### config.mk
export PLATFORM = sky130hd
export DESIGN_NAME = taitosj_hs_bridge
export DESIGN_NICKNAME = d
export VERILOG_FILES = /design/src/rtl/taitosj_hs_bridge.sv
export SDC_FILE = /design/constraint.sdc
export NUM_CORES = 1
export LEC_CHECK = 0
export ABC_AREA = 0
export BUFFER_PORTS_ARGS = -buffer_cell sky130_fd_sc_hd__clkbuf_2
export CAP_MARGIN = 20
export CORE_ASPECT_RATIO = 0.5
export CORE_MARGIN = 2
export CORE_UTILIZATION = 30
export DETAILED_ROUTE_END_ITERATION = 8
export GPL_TIMING_DRIVEN = 1
export PLACE_DENSITY = 0.66
export SKIP_LAST_GASP = 1
export SLEW_MARGIN = 20
export SYNTH_ARGS = -nofsm -noshare
export SYNTH_HDL_FRONTEND = slang
export SYNTH_SLANG_ARGS = --single-unit
### constraint.sdc
create_clock -name clkm_32MHZ -period 1.75 [get_ports clkm_32MHZ]
set_input_delay 0.175 -clock clkm_32MHZ [delete_from_list [all_inputs] [get_ports clkm_32MHZ]]
set_output_delay 0.175 -clock clkm_32MHZ [all_outputs]
set_load 0.05 [all_outputs]
### src/rtl/taitosj_hs_bridge.sv
// Hands the work RAM between the CPU and the hiscore engine while the CPU is paused.
// Optional TAITOSJ_HS_WINDOW_EN bounds-checks hiscore addresses against the RAM window.
module taitosj_hs_bridge #(
  parameter logic [15:0] BASE_ADDR = 16'h8000,
  parameter int          ADDR_BITS = 11,
  parameter int          SETTLE    = 2
) (
  input  logic                 clkm_32MHZ,
  input  logic                 RESET_n,
  input  logic                 pause_cpu,
  input  logic                 hs_access_read,
  input  logic                 hs_access_write,
  input  logic [15:0]          hs_address,
  input  logic [7:0]           hs_data_in,
  input  logic                 hs_write,
  output logic [7:0]           hs_data_out,
  output logic                 hs_granted,
  input  logic [ADDR_BITS-1:0] cpu_addr,
  input  logic [7:0]           cpu_wdata,
  input  logic                 cpu_we,
  output logic [ADDR_BITS-1:0] ram_addr,
  output logic [7:0]           ram_wdata,
  output logic                 ram_we,
  input  logic [7:0]           ram_q
);

  typedef enum logic [1:0] {CPU_OWN, SETTLE_IN, HS_OWN} state_t;

  state_t               state;
  logic [3:0]           settle_cnt;
  logic                 oow_q;
  logic                 in_win;
  logic                 intent;
  logic                 hs_own;
  logic [ADDR_BITS-1:0] hs_ram_addr;

  assign intent      = hs_access_read | hs_access_write;
  assign hs_own      = (state == HS_OWN);
  assign hs_ram_addr = hs_address[ADDR_BITS-1:0] - BASE_ADDR[ADDR_BITS-1:0];

`ifdef TAITOSJ_HS_WINDOW_EN
  localparam logic [16:0] WIN_LO = {1'b0, BASE_ADDR};
  localparam logic [16:0] WIN_HI = WIN_LO + 17'(1 << ADDR_BITS);
  assign in_win = ({1'b0, hs_address} >= WIN_LO) && ({1'b0, hs_address} < WIN_HI);
`else
  logic unused_hs_addr_hi;
  assign unused_hs_addr_hi = &{1'b0, hs_address[15:ADDR_BITS]};
  assign in_win = 1'b1;
`endif

  // Mux follows the state register, so async reset returns the CPU path at once.
  // pause_cpu gating keeps a write in the abort cycle away from RAM.
  always_comb begin
    ram_addr  = cpu_addr;
    ram_wdata = cpu_wdata;
    ram_we    = cpu_we;
    if (hs_own) begin
      ram_addr  = hs_ram_addr;
      ram_wdata = hs_data_in;
      ram_we    = hs_write & in_win & pause_cpu;
    end
  end

  always_ff @(posedge clkm_32MHZ or negedge RESET_n) begin
    if (!RESET_n) begin
      state       <= CPU_OWN;
      settle_cnt  <= 4'd0;
      hs_granted  <= 1'b0;
      hs_data_out <= 8'h00;
      oow_q       <= 1'b0;
    end else begin
      // ram_q lags the address by a cycle; the window flag is delayed to match.
      oow_q <= ~in_win;
      if (hs_own) hs_data_out <= oow_q ? 8'hFF : ram_q;
      case (state)
        CPU_OWN: begin
          hs_granted <= 1'b0;
          if (pause_cpu && intent) begin
            state      <= SETTLE_IN;
            settle_cnt <= 4'(SETTLE);
          end
        end
        SETTLE_IN: begin
          if (!pause_cpu || !intent) begin
            state      <= CPU_OWN;
            settle_cnt <= 4'd0;
          end else if (settle_cnt == 4'd0) begin
            state      <= HS_OWN;
            hs_granted <= 1'b1;
          end else begin
            settle_cnt <= settle_cnt - 4'd1;
          end
        end
        HS_OWN: begin
          if (!pause_cpu || !intent) begin
            state      <= CPU_OWN;
            hs_granted <= 1'b0;
          end
        end
        default: begin
          state      <= CPU_OWN;
          hs_granted <= 1'b0;
        end
      endcase
    end
  end

endmodule

Word-level counts from Yosys, hierarchy flattened
Index checks and enable logic that the tools add are counted.
{"block": "word_totals", "ff_bits": 15, "in_bits": 58, "out_inout_bits": 29, "elab_cells": 41}
{"block": "classes", "addsub": 1, "eq_ne": 8, "n_mux": 16, "bitwise_logic": 2, "reduce_logical": 10}
{"op": "$mux 4", "count": 3}
{"op": "$mux 11", "count": 1}
{"op": "$reduce_and 3->1", "count": 3}
{"op": "$mux 2", "count": 4}
{"op": "$mux 8", "count": 1}
{"op": "$pmux 4 s2", "count": 1}
{"op": "$ne 2x2->1 const B", "count": 3}
{"op": "$ne 3x3->1 const B", "count": 2}
{"op": "$pmux 2 s3", "count": 1}
{"op": "$logic_not 4->1", "count": 1}
{"op": "$mux 1", "count": 4}
{"op": "$sub 4x1->4 const B", "count": 1}
{"op": "$eq 2x1->1 const B", "count": 1}
{"op": "$eq 2x2->1 const B", "count": 1}
{"op": "$logic_not 1->1", "count": 2}
{"op": "$logic_not 2->1", "count": 1}
{"op": "$ne 2x1->1 const B", "count": 1}
{"op": "$pmux 1 s2", "count": 1}
{"op": "$reduce_bool 2->1", "count": 1}
{"op": "$and 1x1->1", "count": 1}
{"op": "$logic_and 1x1->1", "count": 1}
{"op": "$logic_or 1x1->1", "count": 1}
{"op": "$or 1x1->1", "count": 1}

Depth between registers and ports, before layout
Gate-level depths: netlist of the first run.
{"block": "depth", "word_depth": 5, "depth_mapped": 6, "ltp_nobuf": 5}

Worst setup path after synthesis of the first run
No wires, ideal clock.
{"block": "synth_timing", "kind": "flip-flop to output port", "from": "register state[1]", "to": "output port ram_we", "arrival_ns": 1.483, "t_required_ns": 1.575, "setup_slack_ns": 0.092, "path_stages_with_launch": 4, "path_buffers": 1, "cell_sequence": "dfrtp_1 -> nor2b_2 -> buf_4 -> o21ai_1"}
{"block": "synth_via", "elab_chain_len": 2}
{"item": "start: declaration", "line": "29", "source": "state_t state;"}
{"item": "start signal: assignment", "line": "66", "source": "state <= CPU_OWN;"}
{"item": "start signal: assignment", "line": "79", "source": "state <= SETTLE_IN;"}
{"item": "start signal: assignment", "line": "85", "source": "state <= CPU_OWN;"}
{"item": "$eq 2x2->1", "line": "38", "source": "assign hs_own = (state == HS_OWN);"}
{"item": "$mux 1", "line": "57", "source": "if (hs_own) begin"}
{"item": "end: declaration", "line": "23", "source": "output logic ram_we,"}
No other way between the ends.

Final worst setup path of the first run
{"block": "layout_timing", "from": "register state[0]", "to": "output port ram_addr[2]"}
{"block": "layout_via", "elab_chain_len": 2}
{"item": "$eq 2x2->1", "line": "38"}
{"item": "$mux 11", "line": "57"}
{"item": "end: declaration", "line": "21", "source": "output logic [ADDR_BITS-1:0] ram_addr,"}
No other way between the ends.

==> results of run 1 <==
==> layout make-up <==
type / instances / area (um2) / area share (%)
clock buffers: 3 / 41.29 / 2.694
clock inverters: 1 / 5.005 / 0.3265
well taps: 40 / 50.05 / 3.265
multi-input cells: 61 / 553.0 / 36.08
flip-flops and latches: 15 / 375.4 / 24.49
repair buffers: 86 / 496.7 / 32.41
inverters: 3 / 11.26 / 0.7347
==> per-stage QoR <==
| stage | setup TNS (ns) | util, % |
|---|---|---|
| floorplan | 0 | - |
| global placement | 0 | 47.28 |
| detailed placement | 0 | 47.28 |
| CTS | 0 | 50.29 |
| global route | -0.07803 | 50.58 |
| finish | 0 | 50.58 |
==> cell families (layout without fill, tap and decap cells) <==
| family | Yosys count | count (layout) |
|---|---|---|
| buffers and inverters | 7 | 93 |
| DFF | 15 | 15 |
| AOI/OAI and AO/OA | 15 | 15 |
| and+or+nand+nor | 15 | 15 |
| adders and majority gates | 2 | 2 |
| muxes | 29 | 29 |
==> where the power goes <==
| part | switching [mW] | internal [mW] |
|---|---|---|
| Clock | 0.116 | 0.157 |
| Sequential | 0.0859 | 0.482 |
| Combinational | 0.861 | 0.436 |
==> metal layers <==
layer  up-vias  track usage [%]
met4         0            3.871
met1       429            14.84
met2        49            23.65
met3         2            3.358
li1        477                -
met5         -                0
==> state kept, by name, indices dropped and copies added (netlist names) <==
name,flops
hs_data_out,8
hs_granted,1
settle_cnt,4
state,2
==> cells in the mapped netlist, drive strengths merged <==
cell type / number / area [um2]
buf: 4 / 27.52
a21oi: 3 / 18.77
mux2: 27 / 304.0
o221ai: 1 / 8.760
mux2i: 2 / 20.02
nand3: 2 / 10.01
o21ai: 2 / 10.00
nand2: 1 / 3.750
a21o: 2 / 15.01
nor3b: 2 / 15.01
a211oi: 1 / 7.510
or3b: 1 / 8.760
o21a: 1 / 7.510
nand2b: 2 / 12.51
nor3: 1 / 5.000
ha: 2 / 25.02
inv: 3 / 11.26
o2bb2ai: 3 / 26.28
a32o: 1 / 10.01
nor2: 3 / 11.26
dfrtp: 15 / 375.4
o21bai: 1 / 7.510
nor2b: 3 / 21.27
==> worst max path at each step <==
stage / cells past startpoint / slack [ns] / end
2_1_floorplan: 3 / 0.09 / ram_we
3_5_place_dp: 5 / 0.21 / settle_cnt[1]
6_report: 4 / 0.04 / ram_addr[2]
3_3_place_gp: 5 / 0.26 / settle_cnt[1]
4_1_cts: 4 / 0.001 / ram_wdata[7]
5_1_grt: 4 / -0.02 / ram_addr[2]
==> layout by cell type, fill, tap and decap left out, drive strengths merged, types with 3 or more instances in the layout <==
master   instances
inv              3
o2bb2ai          3
mux2            27
nor2             3
buf              9
dfrtp           15
nor2b            3
clkbuf          79
a21oi            3
==> critical path, delay by kind of cell, from the launching register on <==
kind / cells / cell delay, ns
AND/OR/NAND/NOR: 1 / 0.16
multiplexers: 1 / 0.34
buffers and inverters: 2 / 0.39
flip-flops: 1 / 0.40
==> timing repair <==
| item | CTS | global route |
|---|---|---|
| pin swaps | 0 | 0 |
| gates resized for setup | 14 | 7 |
| hold buffers | 1 | 0 |
| endpoints found under the hold margin | 15 | 0 |
| endpoints found under the setup margin | 14 | 19 |
==> out/qor.csv, run 1 <==
stage,metric,value,unit
critical_path,critPathMaxStageDelay,0.40,ns
global_routing,grt_overflow,0,
detailed_routing,met3WireLength,203,um
yosys,synthesis.nets,143,
sta,setup-violations-final,0,
clock_tree,path_clk_slew,0.07,ns
sta,finalMaxSlewViolations,0,
place,port_buffers,81,
critical_path,worstReg2RegEnd,settle_cnt[1],
sta,rsz0062_at_grt,yes,
sta,fmaxAchievable,586.4,MHz
detailed_routing,wl_met2,1.110,mm
sta,slew_headroom,73.78,%
critical_path,crit_chain,nor2b_4 -> buf_12 -> mux2_1 -> clkbuf_4,
die,core_area,0.003030,mm2
min_path,hold_start,ram_q[3],
critical_path,crit_arrival,1.53,ns
critical_path,cp-start-kind,flop,
yosys,yosys.area_share.xor_xnor,0,%
clock_tree,clock-sinks,15,
yosys,seq_area_frac_synth,39.01,%
yosys,synth_top_family_by_area,multiplexers,
global_routing,grt_usage,12.70,%
yosys,synthMuxAreaShare,33.68,%
clock_tree,clock_latency,0.25,ns
min_path,holdPathStages,2,
die,core.rowCount,14,
die,die_h,44.05,um
critical_path,end_kind,output pin,
yosys,ys_ff_latch,15,
clock_tree,cts_tree,built,
sta,tightest_slew,0.3924,ns
critical_path,reg2reg_depth,5,
min_path,min_path_type,primary input to flop,
min_path,hold_end,hs_data_out[3],
sta,min_period,1.705,ns
detailed_routing,vias_per_cell,4.579,
clock_tree,postCtsSetupBuffers,0,
global_routing,antenna_found_initial,0,
detailed_routing,drt-total-wl,2.245,mm
global_routing,grt_max_degree,22,
sta,skew,0.01017,ns
power_and_ir_drop,peakVddDrop,0.4968,mV
power_and_ir_drop,total_power,2.138,mW
die,die_area,0.003704,mm2
die,die_w,84.09,um
outcome,status,finished clean,
run,max_cap_violations,0,
detailed_routing,drt-initial-drc-count,17,
finish,final_cell_count_no_fill,209,
global_routing,grt_pass1_wl,3.753,mm
yosys,synth_compound_area_share,11.57,%
power_and_ir_drop,power.leakage,0.7968,nW
yosys,yosys_warnings,0,
yosys,synth_simple_gate_area_share,9.103,%
detailed_routing,drtAntennaViolNets,0,
detailed_routing,drt-wirelength-per-cell,10.74,um
yosys,synthCells,83,
finish,area_delta_synth_final,59.30,%
finish,diodes,0,
critical_path,startpoint,state[0],
power_and_ir_drop,p_per_area,1395,mW/mm2
die,start_util,31.75,%
place,place_inst,204,
place,dpl_cell_area,0.001433,mm2
sta,layout_setup_ws,0.04472,ns
detailed_routing,top_layer,met4,
yosys,syn_area,962.2,um2
critical_path,slowest_stage,dfrtp_1,
finish,drive_gt1_share,53.85,%
die,io_pins,87,
detailed_routing,first_pass_iters,4,
critical_path,critPathKind,flop to output pin,
sta,hold_violations,0,
finish,num-nets-final,230,
sta,hold_slack,0.1403,ns
place,dp_hpwl,1.867,mm
critical_path,r2r-start,settle_cnt[0],
clock_tree,clk_path_buf_depth,2,
finish,nFillCells,293,
detailed_routing,met1Wirelength,903,um
sta,period_share,97.44,%
yosys,syn_avg_cell_area,11.59,um2
global_routing,grt_pass1_vias,915,
clock_tree,htreeDepth,1,
clock_tree,cts_inserted_buffers,3,
clock_tree,cts_root_buf,clkbuf_8,
detailed_routing,vias,957,
yosys,yosysUniqueCellTypes,27,
yosys,synth_fa_ha_area_share,2.601,%
critical_path,critPathMaxFanout,21,
critical_path,r2r_slack,0.19,ns
critical_path,cp.required,1.57,ns
place,place.gp.congestion,0.7499,
place,post-place-ws,0.2138,ns
finish,stdcell_area,0.001533,mm2
detailed_routing,drc,0,
Power figures use the tool's default switching activity.
==> inputs of run 2 (changes only) <==
--- a/config.mk
+++ b/config.mk
@@ -14,6 +14,7 @@
 export DETAILED_ROUTE_END_ITERATION = 8
 export GPL_TIMING_DRIVEN = 1
 export PLACE_DENSITY = 0.66
+export RECOVER_POWER = 100
 export SKIP_LAST_GASP = 1
 export SLEW_MARGIN = 20
 export SYNTH_ARGS = -nofsm -noshare
==> out/qor.csv, run 2 (synthesized netlist as in run 1, its figures left out) <==
stage,metric,value,unit,change
detailed_routing,drt-initial-drc-count,13,,-4
detailed_routing,first_pass_iters,4,,unchanged
min_path,holdPathStages,2,,unchanged
place,place.gp.congestion,0.7499,,unchanged
power_and_ir_drop,power.leakage,0.7658,nW,-3.9%
finish,num-nets-final,230,,unchanged
die,io_pins,87,,unchanged
finish,top_regs,"hs_data_out x8, settle_cnt x4, state x2",,
critical_path,r2r_slack,0.19,ns,about the same
finish,layout_commonest_cell,clkbuf_2,,
die,core_area,0.003030,mm2,unchanged
global_routing,use_met2,23.65,%,unchanged
sta,hold_slack,0.1406,ns,+0.0002180 ns
place,place_inst,204,,unchanged
global_routing,antenna_found_initial,0,,unchanged
sta,skew,0.01014,ns,-0.00003050 ns
min_path,hold_end,hs_data_out[3],,
critical_path,cp-start-kind,flop,,
finish,final_cell_mix,"clkbuf_2 (52), mux2_1 (27), dfrtp_1 (15)",,
detailed_routing,vias_per_cell,4.536,,-0.94%
sta,finalSetupTns,0,ns,unchanged
finish,final_cell_count_no_fill,209,,unchanged
sta,fmaxAchievable,586.5,MHz,about the same
place,dp_hpwl,1.867,mm,unchanged
global_routing,use_met1,14.84,%,unchanged
power_and_ir_drop,p_per_area,1390,mW/mm2,-0.35%
detailed_routing,vias,948,,-0.94%
sta,min_period,1.705,ns,-0.0001373 ns
critical_path,cp.required,1.57,ns,about the same
clock_tree,htreeDepth,1,,unchanged
run,max_cap_violations,0,,unchanged
finish,diodes,0,,unchanged
clock_tree,clk_path_buf_depth,2,,unchanged
min_path,min_path_type,primary input to flop,,
finish,nFillCells,294,,+0.34%
clock_tree,cts_tree,built,,
finish,register_area,375.4,um2,unchanged
critical_path,crit_arrival,1.53,ns,about the same
die,die_h,44.05,um,unchanged
outcome,status,finished clean,,
finish,drive_gt1_share,47.93,%,-5.9 points
detailed_routing,drt-wirelength-per-cell,10.81,um,+0.67%
die,die_area,0.003704,mm2,unchanged
die,start_util,31.75,%,unchanged
sta,period_share,97.44,%,about the same
global_routing,grt_use_met3,3.358,%,unchanged
finish,largest_reg_flops,8,,unchanged
global_routing,grt.busiest_layer,met2,,
die,die_w,84.09,um,unchanged
place,dpl_cell_area,0.001433,mm2,unchanged
finish,fin_util,50.17,%,-0.41 points
critical_path,r2r-start,settle_cnt[0],,
sta,finalMaxSlewViolations,0,,unchanged
clock_tree,path_clk_slew,0.07,ns,about the same
die,core.rowCount,14,,unchanged
sta,slew_headroom,46.50,%,-27 points
finish,regMostFlops,hs_data_out,,
sta,layout_setup_ws,0.04486,ns,+0.0001373 ns
global_routing,grt_pass1_vias,915,,unchanged
critical_path,worstReg2RegEnd,settle_cnt[1],,
sta,tightest_slew,0.8025,ns,+0.4101 ns
sta,rsz0062_at_grt,yes,,
critical_path,critPathKind,flop to output pin,,
global_routing,grt_overflow,0,,unchanged
critical_path,critPathMaxFanout,21,,unchanged
place,post-place-ws,0.2138,ns,unchanged
critical_path,end_kind,output pin,,
power_and_ir_drop,total_power,2.113,mW,-1.2%
clock_tree,cts_inserted_buffers,3,,unchanged
clock_tree,postCtsSetupBuffers,0,,unchanged
min_path,hold_start,ram_q[3],,
detailed_routing,drt-total-wl,2.260,mm,+0.67%
global_routing,grt_max_degree,22,,unchanged
finish,multiInputGateArea,553.0,um2,unchanged
finish,area_delta_synth_final,58.00,%,
sta,setup-violations-final,0,,unchanged
detailed_routing,drtAntennaViolNets,0,,unchanged
critical_path,reg2reg_depth,5,,unchanged
global_routing,grt_pass1_wl,3.753,mm,unchanged
finish,stdcell_area,0.001520,mm2,-0.82%
clock_tree,clock-sinks,15,,unchanged
sta,hold_violations,0,,unchanged
detailed_routing,drc,0,,unchanged
clock_tree,clock_latency,0.25,ns,about the same
global_routing,grt_usage,12.70,%,unchanged
power_and_ir_drop,peakVddDrop,0.4961,mV,-0.13%
place,port_buffers,81,,unchanged
clock_tree,cts_root_buf,clkbuf_8,,
run 2: cell counts in the layout (fill, tap and decap cells not counted):
No cell type changed its count.
run 2: worst max-delay path by stage:
| stage | startpoint | to | slack (ns) |
|---|---|---|---|
| 6_report | state[0] | ram_addr[2] | 0.04 |
| 2_1_floorplan | state[1] | ram_we | 0.09 |
| 5_1_grt | state[0] | ram_addr[2] | -0.02 |
| 3_3_place_gp | settle_cnt[0] | settle_cnt[1] | 0.26 |
| 4_1_cts | state[0] | ram_wdata[7] | 0.001 |
| 3_5_place_dp | settle_cnt[0] | settle_cnt[1] | 0.21 |
run 2: per-layer routing:
| metal | vias to the layer above | share of wire [%] |
|---|---|---|
| met5 | - | 0 |
| met4 | 0 | 1.2 |
| met3 | 2 | 9.0 |
| met2 | 49 | 50 |
| met1 | 423 | 40 |
| li1 | 474 | - |
run 2: layout make-up:
type / instances / area share [%]
tap: 40 / 3.292
timing repair buffer: 86 / 31.85
multi-input combinational: 61 / 36.38
inverter: 3 / 0.7407
sequential: 15 / 24.69
clock inverter: 1 / 0.3292
clock buffer: 3 / 2.716
run 2: report_power, final:
group | internal, mW | total [mW] | leakage (nW) | switching [mW]
Combinational | 0.411 | 1.27 | 0.550 | 0.861
Sequential | 0.482 | 0.568 | 0.190 | 0.0859
Clock | 0.157 | 0.273 | 0.0255 | 0.116
run 2: what timing repair did:
| item | CTS | global route |
|---|---|---|
| hold buffers | 1 | 0 |
| endpoints found under the setup margin | 14 | 19 |
| gates resized for setup | 14 | 7 |
| hold endpoints to repair | 15 | 0 |
run 2: critical path: stages (launching register included):
cell and delay [ns]:
dfrtp_1 0.40, nor2b_4 0.16, buf_12 0.18, mux2_1 0.34
clkbuf_4 0.21
==> inputs of run 3 (changes only) <==
--- a/config.mk
+++ b/config.mk
@@ -9,13 +9,13 @@
 export BUFFER_PORTS_ARGS = -buffer_cell sky130_fd_sc_hd__clkbuf_2
 export CAP_MARGIN = 20
 export CORE_ASPECT_RATIO = 0.5
-export CORE_MARGIN = 2
+export CORE_MARGIN = 5
 export CORE_UTILIZATION = 30
 export DETAILED_ROUTE_END_ITERATION = 8
 export GPL_TIMING_DRIVEN = 1
+export MAX_ROUTING_LAYER = met4
 export PLACE_DENSITY = 0.66
 export RECOVER_POWER = 100
-export SKIP_LAST_GASP = 1
 export SLEW_MARGIN = 20
 export SYNTH_ARGS = -nofsm -noshare
 export SYNTH_HDL_FRONTEND = slang
==> out/qor.csv, run 3 (synthesized netlist as in run 1, its figures left out) <==
stage,metric,value,unit,change
detailed_routing,drt-wirelength-per-cell,14.31,um,+32%
min_path,hold_end,hs_data_out[2],,
run,max_cap_violations,0,,unchanged
finish,diodes,0,,unchanged
place,post-place-ws,0.1686,ns,-0.04520 ns
detailed_routing,first_pass_iters,4,,unchanged
sta,hold_slack,0.1467,ns,+0.006104 ns
clock_tree,clk_path_buf_depth,2,,unchanged
clock_tree,cts_tree,built,,
clock_tree,clock-sinks,15,,unchanged
power_and_ir_drop,peakVddDrop,0.5734,mV,+16%
outcome,status,"finished, violations left",,
clock_tree,path_clk_slew,0.06,ns,about the same
critical_path,critPathKind,flop to output pin,,
detailed_routing,drt-total-wl,3.077,mm,+36%
outcome,violations,negative setup slack,,
global_routing,grt_usage,11.92,%,-0.79 points
sta,setup-violations-final,3,,+3
clock_tree,cts_root_buf,clkbuf_8,,
place,dpl_cell_area,0.001425,mm2,-0.52%
finish,top_regs,"hs_data_out x8, settle_cnt x4, state x2",,
critical_path,cp.required,1.57,ns,about the same
sta,finalMaxSlewViolations,0,,unchanged
power_and_ir_drop,p_per_area,1292,mW/mm2,-7.1%
place,port_buffers,81,,unchanged
global_routing,grt_pass1_vias,1000,,+9.3%
finish,regMostFlops,hs_data_out,,
die,die_area,0.004509,mm2,+22%
detailed_routing,vias_per_cell,4.642,,+2.3%
sta,min_period,1.761,ns,+0.05615 ns
place,dp_hpwl,2.144,mm,+15%
global_routing,grt_max_degree,22,,unchanged
sta,layout_setup_ws,-0.01129,ns,-0.05615 ns
critical_path,r2r-start,settle_cnt[0],,
power_and_ir_drop,power.leakage,0.8961,nW,+17%
die,core.rowCount,14,,unchanged
finish,stdcell_area,0.001798,mm2,+18%
critical_path,crit_arrival,1.59,ns,+0.06 ns
clock_tree,clock_latency,0.24,ns,about the same
clock_tree,htreeDepth,1,,unchanged
finish,nFillCells,264,,-10%
global_routing,grt_pass1_wl,4.416,mm,+18%
global_routing,grt_overflow,0,,unchanged
detailed_routing,drt-initial-drc-count,6,,-7
sta,fmaxAchievable,567.8,MHz,-3.2%
critical_path,end_kind,output pin,,
critical_path,r2r_slack,0.22,ns,+0.03 ns
min_path,min_path_type,primary input to flop,,
finish,layout_commonest_cell,clkbuf_2,,
critical_path,worstReg2RegEnd,settle_cnt[1],,
detailed_routing,drc,0,,unchanged
finish,num-nets-final,236,,+2.6%
die,core_area,0.003030,mm2,unchanged
finish,final_cell_mix,"clkbuf_2 (52), mux2_4 (14), dfrtp_1 (14)",,
sta,rsz0062_at_grt,yes,,
sta,skew,0.001777,ns,-0.008359 ns
sta,period_share,100.6,%,+3.2 points
die,start_util,31.75,%,unchanged
die,die_w,90.09,um,+7.1%
clock_tree,cts_inserted_buffers,3,,unchanged
min_path,holdPathStages,2,,unchanged
place,place.gp.congestion,0.7562,,+0.84%
finish,fin_util,59.33,%,+9.2 points
sta,tightest_slew,0.8187,ns,+0.01621 ns
critical_path,reg2reg_depth,5,,unchanged
finish,area_delta_synth_final,86.87,%,
sta,hold_violations,0,,unchanged
die,die_h,50.05,um,+14%
min_path,hold_start,ram_q[2],,
finish,drive_gt1_share,60.57,%,+13 points
global_routing,antenna_found_initial,0,,unchanged
finish,largest_reg_flops,8,,unchanged
die,io_pins,87,,unchanged
detailed_routing,vias,998,,+5.3%
detailed_routing,drtAntennaViolNets,0,,unchanged
sta,slew_headroom,45.42,%,-1.1 points
critical_path,critPathMaxFanout,5,,-76%
critical_path,cp-start-kind,flop,,
==> run 3: cell types whose count changed in the layout (fill, tap and decap cells not counted), moves of 3 or more <==
cell | previous run | this run
buf_2 | 5 | 0
buf_4 | 2 | 5
buf_6 | 1 | 7
buf_8 | 0 | 13
clkbuf_4 | 14 | 0
mux2_1 | 27 | 8
mux2_2 | 0 | 5
mux2_4 | 0 | 14
==> run 3: area by class of cell <==
cell class | count | area [um2] | area share [%]
Timing Repair Buffer | 92 | 709.4 | 39.46
Multi-Input combinational cell | 61 | 605.6 | 33.68
Sequential cell | 15 | 376.6 | 20.95
Tap cell | 40 | 50.05 | 2.784
Clock buffer | 4 | 45.04 | 2.505
Inverter | 3 | 11.26 | 0.6263
==> run 3: critical path, cell delays in order, from the launching register on <==
cell and delay, ns:
dfrtp_2 0.43, nor2b_4 0.13, buf_12 0.13, clkbuf_16 0.14
mux2_2 0.34, buf_8 0.15
==> run 3: where the power goes <==
part           switching (mW)  internal [mW]  leakage (nW)
Combinational           0.898          0.568         0.685
Sequential             0.0906          0.483         0.189
Clock                   0.122          0.161        0.0228
==> run 3: how the worst max path moves through the flow <==
stage / startpoint / endpoint / slack (ns) / cells after the start
CTS: state[0] / ram_wdata[0] / -0.02 / 4
global route: state[0] / ram_addr[2] / -0.05 / 5
global placement: state[0] / ram_wdata[1] / 0.17 / 4
floorplan: state[1] / ram_we / 0.09 / 3
detailed placement: state[0] / ram_wdata[5] / 0.17 / 4
finish: state[0] / ram_addr[8] / -0.01 / 5
==> run 3: stage by stage <==
step	TNS (ns)	power [mW]	instances
3_5_place_dp	0	1.842	203
5_1_grt	-0.2710	2.452	215
4_1_cts	-0.1865	2.203	208
6_report	-0.02992	2.323	215
2_1_floorplan	0	1.537	83
3_3_place_gp	0	1.818	203
==> run 3: repair_timing <==
item,CTS,global route
endpoints found under the setup margin,19,19
cloned,0,3
setup buffers,0,4
hold buffers,1,0
gates resized for setup,35,54
endpoints found under the hold margin,15,0
==> run 3: routing by layer <==
metal	share of wire [%]	track usage, %	vias to the layer above	wire (um)
met5	0	-	-	0
met4	0.71	2.970	0	22
met3	7.1	2.128	2	218
met2	51	22.94	46	1567
met1	41	12.81	460	1269
li1	-	-	490	-
